File: config.mk
export PLATFORM = sky130hd
export DESIGN_NAME = lap_stopwatch_core_flat
export DESIGN_NICKNAME = d
export VERILOG_FILES = /design/src/rtl/lap_stopwatch_core_if.sv /design/src/rtl/lap_stopwatch_core.sv /design/src/flat_wrapper.sv
export SDC_FILE = /design/constraint.sdc
export NUM_CORES = 1
export LEC_CHECK = 0
export BUFFER_PORTS_ARGS = -buffer_cell sky130_fd_sc_hd__buf_2
export CAP_MARGIN = 20
export CORE_MARGIN = 2
export CORE_UTILIZATION = 30
export DETAILED_ROUTE_END_ITERATION = 16
export SETUP_SLACK_MARGIN = 0.4
export SLEW_MARGIN = 10
export SYNTH_ARGS = -nofsm -noshare
export SYNTH_HDL_FRONTEND = slang
export SYNTH_SLANG_ARGS = --single-unit
File: constraint.sdc
create_clock -name clock -period 3.25 [get_ports clock]
set_input_delay 0.4875 -clock clock [delete_from_list [all_inputs] [get_ports clock]]
set_output_delay 0.4875 -clock clock [all_outputs]
set_load 0.02 [all_outputs]
File: src/rtl/lap_stopwatch_core_if.sv
// Control and display bundle for lap_stopwatch_core: key levels in, epoch/lap view out.
interface lap_stopwatch_core_if;
    logic        run;
    logic        clear;
    logic        lap;
    logic        recall;
    logic [27:0] epoch;
    logic [27:0] lap_epoch;
    logic [4:0]  lap_count;
    logic [3:0]  lap_idx;
    logic        lap_full;
    logic        overflow;

    modport master (
        output run, clear, lap, recall,
        input  epoch, lap_epoch, lap_count, lap_idx, lap_full, overflow
    );

    modport slave (
        input  run, clear, lap, recall,
        output epoch, lap_epoch, lap_count, lap_idx, lap_full, overflow
    );
endinterface

File: src/rtl/lap_stopwatch_core.sv
// Mixed-radix stopwatch with lap memory and recall pointer.
// Optional macro LAP_SPLIT_EN: laps store per-lap split time instead of absolute epoch.
module lap_stopwatch_core #(
    parameter int unsigned CLK_FREQ  = 50000000,
    parameter int unsigned TICK_HZ   = 100,
    parameter int unsigned LAP_DEPTH = 8,
    parameter int unsigned HOUR_MAX  = 99
) (
    input  logic                 clock,
    input  logic                 reset_n,
    lap_stopwatch_core_if.slave  bus
);
    localparam int unsigned DIV   = CLK_FREQ / TICK_HZ;
    localparam int unsigned PRE_W = (DIV > 1) ? $clog2(DIV) : 1;
    localparam int unsigned FW    = 7;
    localparam int unsigned EW    = 4 * FW;
    localparam int unsigned CW    = 5;
    localparam int unsigned IW    = 4;
    localparam int unsigned AW    = $clog2(LAP_DEPTH);

    localparam logic [PRE_W-1:0] PRE_LAST    = PRE_W'(DIV - 1);
    localparam logic [FW-1:0]    TICK_LAST   = FW'(TICK_HZ - 1);
    localparam logic [FW-1:0]    BASE60_LAST = FW'(59);
    localparam logic [FW-1:0]    HOUR_LAST   = FW'(HOUR_MAX);
    localparam logic [EW-1:0]    EPOCH_LAST  = {HOUR_LAST, BASE60_LAST, BASE60_LAST, TICK_LAST};
    localparam logic [CW-1:0]    COUNT_FULL  = CW'(LAP_DEPTH);

    logic [PRE_W-1:0] pre_q;
    logic [EW-1:0]    time_q;
    logic [EW-1:0]    lap_epoch_q;
    logic [EW-1:0]    mem [LAP_DEPTH];
    logic [CW-1:0]    count_q;
    logic [IW-1:0]    idx_q;
    logic             lap_q;
    logic             recall_q;
    logic             full_q;
    logic             overflow_q;

    logic             tick_c;
    logic             clear_c;
    logic             capture_c;
    logic             recall_c;
    logic             wrap_c;
    logic [EW-1:0]    time_inc_c;
    logic [EW-1:0]    cap_val_c;
    logic [IW-1:0]    idx_next_c;
`ifdef LAP_SPLIT_EN
    logic [EW-1:0]    split_q;
    logic [EW-1:0]    split_inc_c;
`endif

    // One tick of the {hour, min, sec, tick} counter; hour past HOUR_MAX wraps to 0.
    function automatic logic [EW-1:0] advance(input logic [EW-1:0] e);
        logic [FW-1:0] h, m, s, t;
        {h, m, s, t} = e;
        if (t != TICK_LAST) begin
            t = t + FW'(1);
        end else begin
            t = '0;
            if (s != BASE60_LAST) begin
                s = s + FW'(1);
            end else begin
                s = '0;
                if (m != BASE60_LAST) begin
                    m = m + FW'(1);
                end else begin
                    m = '0;
                    h = (h != HOUR_LAST) ? h + FW'(1) : '0;
                end
            end
        end
        return {h, m, s, t};
    endfunction

    always_comb begin
        tick_c     = bus.run && (pre_q == PRE_LAST);
        clear_c    = bus.clear && !bus.run;
        capture_c  = bus.lap && !lap_q && !full_q && !clear_c;
        recall_c   = bus.recall && !recall_q;
        wrap_c     = tick_c && (time_q == EPOCH_LAST);
        time_inc_c = advance(time_q);
        idx_next_c = idx_q;
        // A capture always points the display at the newest lap, overriding recall.
        if (capture_c) begin
            idx_next_c = IW'(count_q);
        end else if (recall_c) begin
            if (count_q == '0 || (CW'(idx_q) + CW'(1)) == count_q) idx_next_c = '0;
            else                                                    idx_next_c = idx_q + IW'(1);
        end
`ifdef LAP_SPLIT_EN
        split_inc_c = advance(split_q);
        cap_val_c   = split_q;
`else
        cap_val_c   = time_q;
`endif
    end

    always_ff @(posedge clock or negedge reset_n) begin
        if (!reset_n) begin
            pre_q       <= '0;
            time_q      <= '0;
            lap_epoch_q <= '0;
            count_q     <= '0;
            idx_q       <= '0;
            lap_q       <= 1'b0;
            recall_q    <= 1'b0;
            full_q      <= 1'b0;
            overflow_q  <= 1'b0;
`ifdef LAP_SPLIT_EN
            split_q     <= '0;
`endif
        end else begin
            lap_q    <= bus.lap;
            recall_q <= bus.recall;
            if (clear_c) begin
                pre_q       <= '0;
                time_q      <= '0;
                lap_epoch_q <= '0;
                count_q     <= '0;
                idx_q       <= '0;
                full_q      <= 1'b0;
                overflow_q  <= 1'b0;
`ifdef LAP_SPLIT_EN
                split_q     <= '0;
`endif
            end else begin
                // Prescaler holds while paused so no sub-tick phase is lost.
                if (bus.run) pre_q <= tick_c ? '0 : pre_q + PRE_W'(1);
                if (tick_c)  time_q <= time_inc_c;
                if (wrap_c)  overflow_q <= 1'b1;
                lap_epoch_q <= (count_q == '0) ? '0 : mem[AW'(idx_q)];
                idx_q       <= idx_next_c;
                if (capture_c) begin
                    count_q <= count_q + CW'(1);
                    full_q  <= (count_q + CW'(1)) == COUNT_FULL;
                end
`ifdef LAP_SPLIT_EN
                if (capture_c)   split_q <= '0;
                else if (tick_c) split_q <= split_inc_c;
`endif
            end
        end
    end

    // Lap storage needs no reset; count_q qualifies every read.
    always_ff @(posedge clock) begin
        if (capture_c) mem[AW'(count_q)] <= cap_val_c;
    end

    assign bus.epoch     = time_q;
    assign bus.lap_epoch = lap_epoch_q;
    assign bus.lap_count = count_q;
    assign bus.lap_idx   = idx_q;
    assign bus.lap_full  = full_q;
    assign bus.overflow  = overflow_q;
endmodule

File: src/flat_wrapper.sv
// flat-port wrapper written by rule: the top's interface ports become plain ports
module lap_stopwatch_core_flat 
#(
    parameter int unsigned CLK_FREQ  = 50000000,
    parameter int unsigned TICK_HZ   = 100,
    parameter int unsigned LAP_DEPTH = 8,
    parameter int unsigned HOUR_MAX  = 99
)
  (clock, reset_n, bus_run, bus_clear, bus_lap, bus_recall, bus_epoch, bus_lap_epoch, bus_lap_count, bus_lap_idx, bus_lap_full, bus_overflow);
  lap_stopwatch_core_if bus_i ();
  input  logic clock;
  input  logic reset_n;
  input wire logic [$bits(bus_i.run)-1:0] bus_run;
  input wire logic [$bits(bus_i.clear)-1:0] bus_clear;
  input wire logic [$bits(bus_i.lap)-1:0] bus_lap;
  input wire logic [$bits(bus_i.recall)-1:0] bus_recall;
  output wire logic [$bits(bus_i.epoch)-1:0] bus_epoch;
  output wire logic [$bits(bus_i.lap_epoch)-1:0] bus_lap_epoch;
  output wire logic [$bits(bus_i.lap_count)-1:0] bus_lap_count;
  output wire logic [$bits(bus_i.lap_idx)-1:0] bus_lap_idx;
  output wire logic [$bits(bus_i.lap_full)-1:0] bus_lap_full;
  output wire logic [$bits(bus_i.overflow)-1:0] bus_overflow;
  assign bus_i.run = bus_run;
  assign bus_i.clear = bus_clear;
  assign bus_i.lap = bus_lap;
  assign bus_i.recall = bus_recall;
  assign bus_epoch = bus_i.epoch;
  assign bus_lap_epoch = bus_i.lap_epoch;
  assign bus_lap_count = bus_i.lap_count;
  assign bus_lap_idx = bus_i.lap_idx;
  assign bus_lap_full = bus_i.lap_full;
  assign bus_overflow = bus_i.overflow;
  lap_stopwatch_core #(.CLK_FREQ(CLK_FREQ), .TICK_HZ(TICK_HZ), .LAP_DEPTH(LAP_DEPTH), .HOUR_MAX(HOUR_MAX)) u_core (.clock(clock), .reset_n(reset_n), .bus(bus_i));
endmodule
==> key figures <==
Synth
  – Yosys reg bits: 312
  – Primary FF master, synth: edfxtp_1
  – Synth warn: 0
  – Syn Nets: 771
  – Syn Std Cell Area: 0.0125 mm²
  – Async SR Flop Fraction: 28.2%
  – Mapped Avg Cell Area: 16.6 µm²
  – Cells after Synth: 756
  – Number of synthesized flops with an enable pin: 224
  – Simple-gate share of the synthesized area: 8.96%
  – XOR/XNOR share of the synthesized area: 2.30%
  – Compound-gate portion of the synthesized area: 3.01%
  – Count of cell types in the netlist: 51
  – Post-synthesis sequential area ratio: 71.2%
  – Synth Area in Adders: 0.898%
  – Mux cell area share after synthesis: 12.4%
  – Main combinational cell family by area after synthesis: multiplexers

Pwr
  – Max IR drop VDD: 0.295 mV
  – PwrDens: 654 mW/mm²
  – Leakage power: 5.23 nW

Timing
  – Final setup TNS: 0 ns
  – Worst-Margin Slew: 0.786 ns
  – Headroom to the max-slew limit: 47.6%
  – Final-report max-slew violation count: 0
  – RSZ-0062 raised after global routing: false
  – FMAX: 0.394 GHz
  – Final worst-path cycle share: 78.1%
  – Final Critical Period: 2.54 ns
  – Skew final: 0.0217 ns
  – Hold Slack: 0.0539 ns
  – Final hold viol count: 0
  – # setup viols final: 0

Global routing
  – Global Route Usage Sum: 12.8%
  – Largest net degree at the start of global routing: 55
  – Global-route wire length before repair: 42.6 mm
  – Vias in the first global route: 7128
  – Overflow after GRT: 0
  – Initial antenna violation count: 0

Setup path
  – Critical Path Start Type: flip-flop
  – FF-to-FF Start: u_core.bus.epoch[0]$_DFFE_PN0P_
  – Type of destination of the critical path: flip-flop
  – Worst Path Required: 3.68 ns
  – Critical Path AT: 2.97 ns
  – CP Max Fanout: 13
  – CP startpoint: u_core.bus.epoch[0]$_DFFE_PN0P_
  – Setup Crit Path Kind: reg -> reg

Floorplan
  – I/O Pins: 73
  – Die width: 208 µm
  – DIE HEIGHT: 208 µm
  – Core Rows: 74
  – Die ar.: 0.0434 mm²
  – Core ar.: 0.0410 mm²
  – Initial core utilization: 30.6%

Finish
  – Ratio of cells with drive above 1 in the final layout: 27.4%
  – Syn-to-layout area delta: 20.0%
  – Diode count: 0
  – Fin area: 0.0150 mm²
  – # fillers: 3813
  – Fin nets: 885

Outcome
  – Outcome: finished, final reports clean

Routing
  – Antenna Violating Nets Remaining: 0
  – WL per Instance: 19.3 µm
  – Router iterations before antenna repair: 5
  – Vias/cell: 4.82
  – DRT iter0 DRCs: 391
  – Routed WL: 27.5 mm
  – Via count: 6890
  – DR DRC count: 0

Clocking
  – TritonCTS buffer count: 35
  – CTS tree: yes
  – Sink Count: 312
  – Clock Pin Slew Worst Setup and Hold Paths: 0.06 ns
  – Max Buffers Root-to-Sink: 3
  – H-Tree Depth: 2
  – Worst-Skew Late Latency: 0.52 ns
  – Clock Tree Root: clkbuf_16

Place
  – Gp weighted congestion: 0.743
  – Port buffer count: 72
  – Hpwl dp: 17.0 mm
  – Placed instance area: 0.0138 mm²

Job
  – Max-cap viol count: 0

Worst hold path
  – Worst Hold Class: in -> async
cell usage in the layout, fill, tap and decap left out, drive strengths merged, types with 5 or more instances in the layout:
cell and count:
nor3 9, mux2i 29, nor2 74, buf 110, mux4 56, a21oi 21, dfrtp 88, inv 9
or3 7, nand4 14, nand2b 5, nand3 25, nand2 43, o21ai 28, edfxtp 224, clkbuf 47
nor2b 5, clkinv 8, ha 9, xnor2 11, xor2 22, bufinv 7
path summary, 6_finish.rpt:
check / end / slack [ns] / depth (start not counted)
max reg2reg: u_core.bus.epoch[10]$_DFFE_PN0P_ / 0.71 / 5
min in group clock: u_core.recall_q$_DFF_PN0_ / 0.11 / 1
max in group asynchronous: u_core.bus.lap_epoch[27]$_DFF_PN0_ / 2.47 / 2
min reg2reg: u_core.pre_q[16]$_DFFE_PN0P_ / 0.51 / 1
max: u_core.bus.epoch[10]$_DFFE_PN0P_ / 0.71 / 5
min: u_core.bus.epoch[17]$_DFFE_PN0P_ / 0.05 / 1
state kept, by name (all words and copies together) (netlist names):
register / flops
u_core.bus.lap_count: 5
u_core.bus.epoch: 28
u_core.lap_q: 1
u_core.pre_q: 19
u_core.mem: 224
u_core.bus.lap_epoch: 28
u_core.bus.overflow: 1
u_core.bus.lap_full: 1
u_core.bus.lap_idx: 4
u_core.recall_q: 1
timing repair:
| action | CTS | global route |
|---|---|---|
| buffers inserted | 0 | 0 |
| setup endpoints to repair | 0 | 1 |
| resized for setup | 0 | 1 |
| hold buffers | 0 | 0 |
logic make-up (layout without fill, tap and decap cells):
kind of cell             count (synthesis)  in the layout
AO/OA/AOI/OAI                           65             65
XOR/XNOR                                33             33
adder cells (fa/ha/maj)                  9              9
buffers and inverters                   41            182
flip-flops                             312            312
multiplexers                            85             85
AND/OR/NAND/NOR                        211            211
routing by layer:
layer / track usage [%] / up-vias / share of wire (%)
met2: 20.6 / 176 / 47
met1: 17.4 / 3523 / 45
li1: - / 3146 / -
met3: 2.96 / 45 / 6.2
met4: 3.40 / 0 / 1.8
met5: 0 / - / 0
cell type report:
class	instances	area (µm²)	area share, %
clock buffers	47	972	6.46
clock inverters	17	279	1.85
inverters	8	30.0	0.200
multi-input cells	403	3500	23.3
flip-flops and latches	312	8930	59.4
well taps	532	666	4.42
repair buffers	110	661	4.39
cells in the mapped netlist, types with 2 or more instances:
master	n	area [µm²]
buf_1	10	37.5
a31oi_1	3	18.8
edfxtp_1	224	6730
or4_1	4	30.0
and4_1	3	26.3
nor2_1	74	278
nor3_1	9	45.0
or4b_2	2	20.0
nand2b_1	5	31.3
dfrtp_1	88	2200
and4b_1	2	20.0
nor4b_4	3	71.3
inv_1	8	30.0
clkbuf_1	21	78.8
buf_2	2	10.0
nand2_1	42	158
mux2i_1	29	290
ha_1	9	113
a22o_1	2	17.5
a32oi_1	2	17.5
nand3_1	25	125
mux4_2	56	1260
xnor2_1	11	96.3
nor4_1	3	18.8
and3_1	4	25.0
o21ai_0	27	135
nand4_1	12	75.1
nor2b_1	5	31.3
xor2_1	22	193
a21oi_1	21	105
nand4_4	2	42.5
or3_1	7	43.8
through the flow:
step           worst slack, ns  utilization, %  std cells  total power, W
3_5_place_dp             0.656            33.6       1365         0.00571
4_1_cts                  0.643            36.7       1429         0.00996
2_1_floorplan            0.495               -        756         0.00531
3_3_place_gp             0.720            33.6       1365         0.00571
5_1_grt                  0.489            36.7       1429          0.0102
6_report                 0.711            36.7       1429         0.00983
report_power, final:
part | switching (W) | leakage, nW | internal, W
combinational | 0.000628 | 1.60 | 0.000436
sequential | 0.000135 | 3.02 | 0.00440
clock | 0.00156 | 0.608 | 0.00267
total | 0.00232 | 5.23 | 0.00751
critical path, stage by stage (launching register included):
cell	delay (ns)
dfrtp_1	0.55
ha_1	0.34
nand4_4	0.17
or3_1	0.57
or4b_2	0.68
a21oi_1	0.16
(Power assumes the default switching activity.)
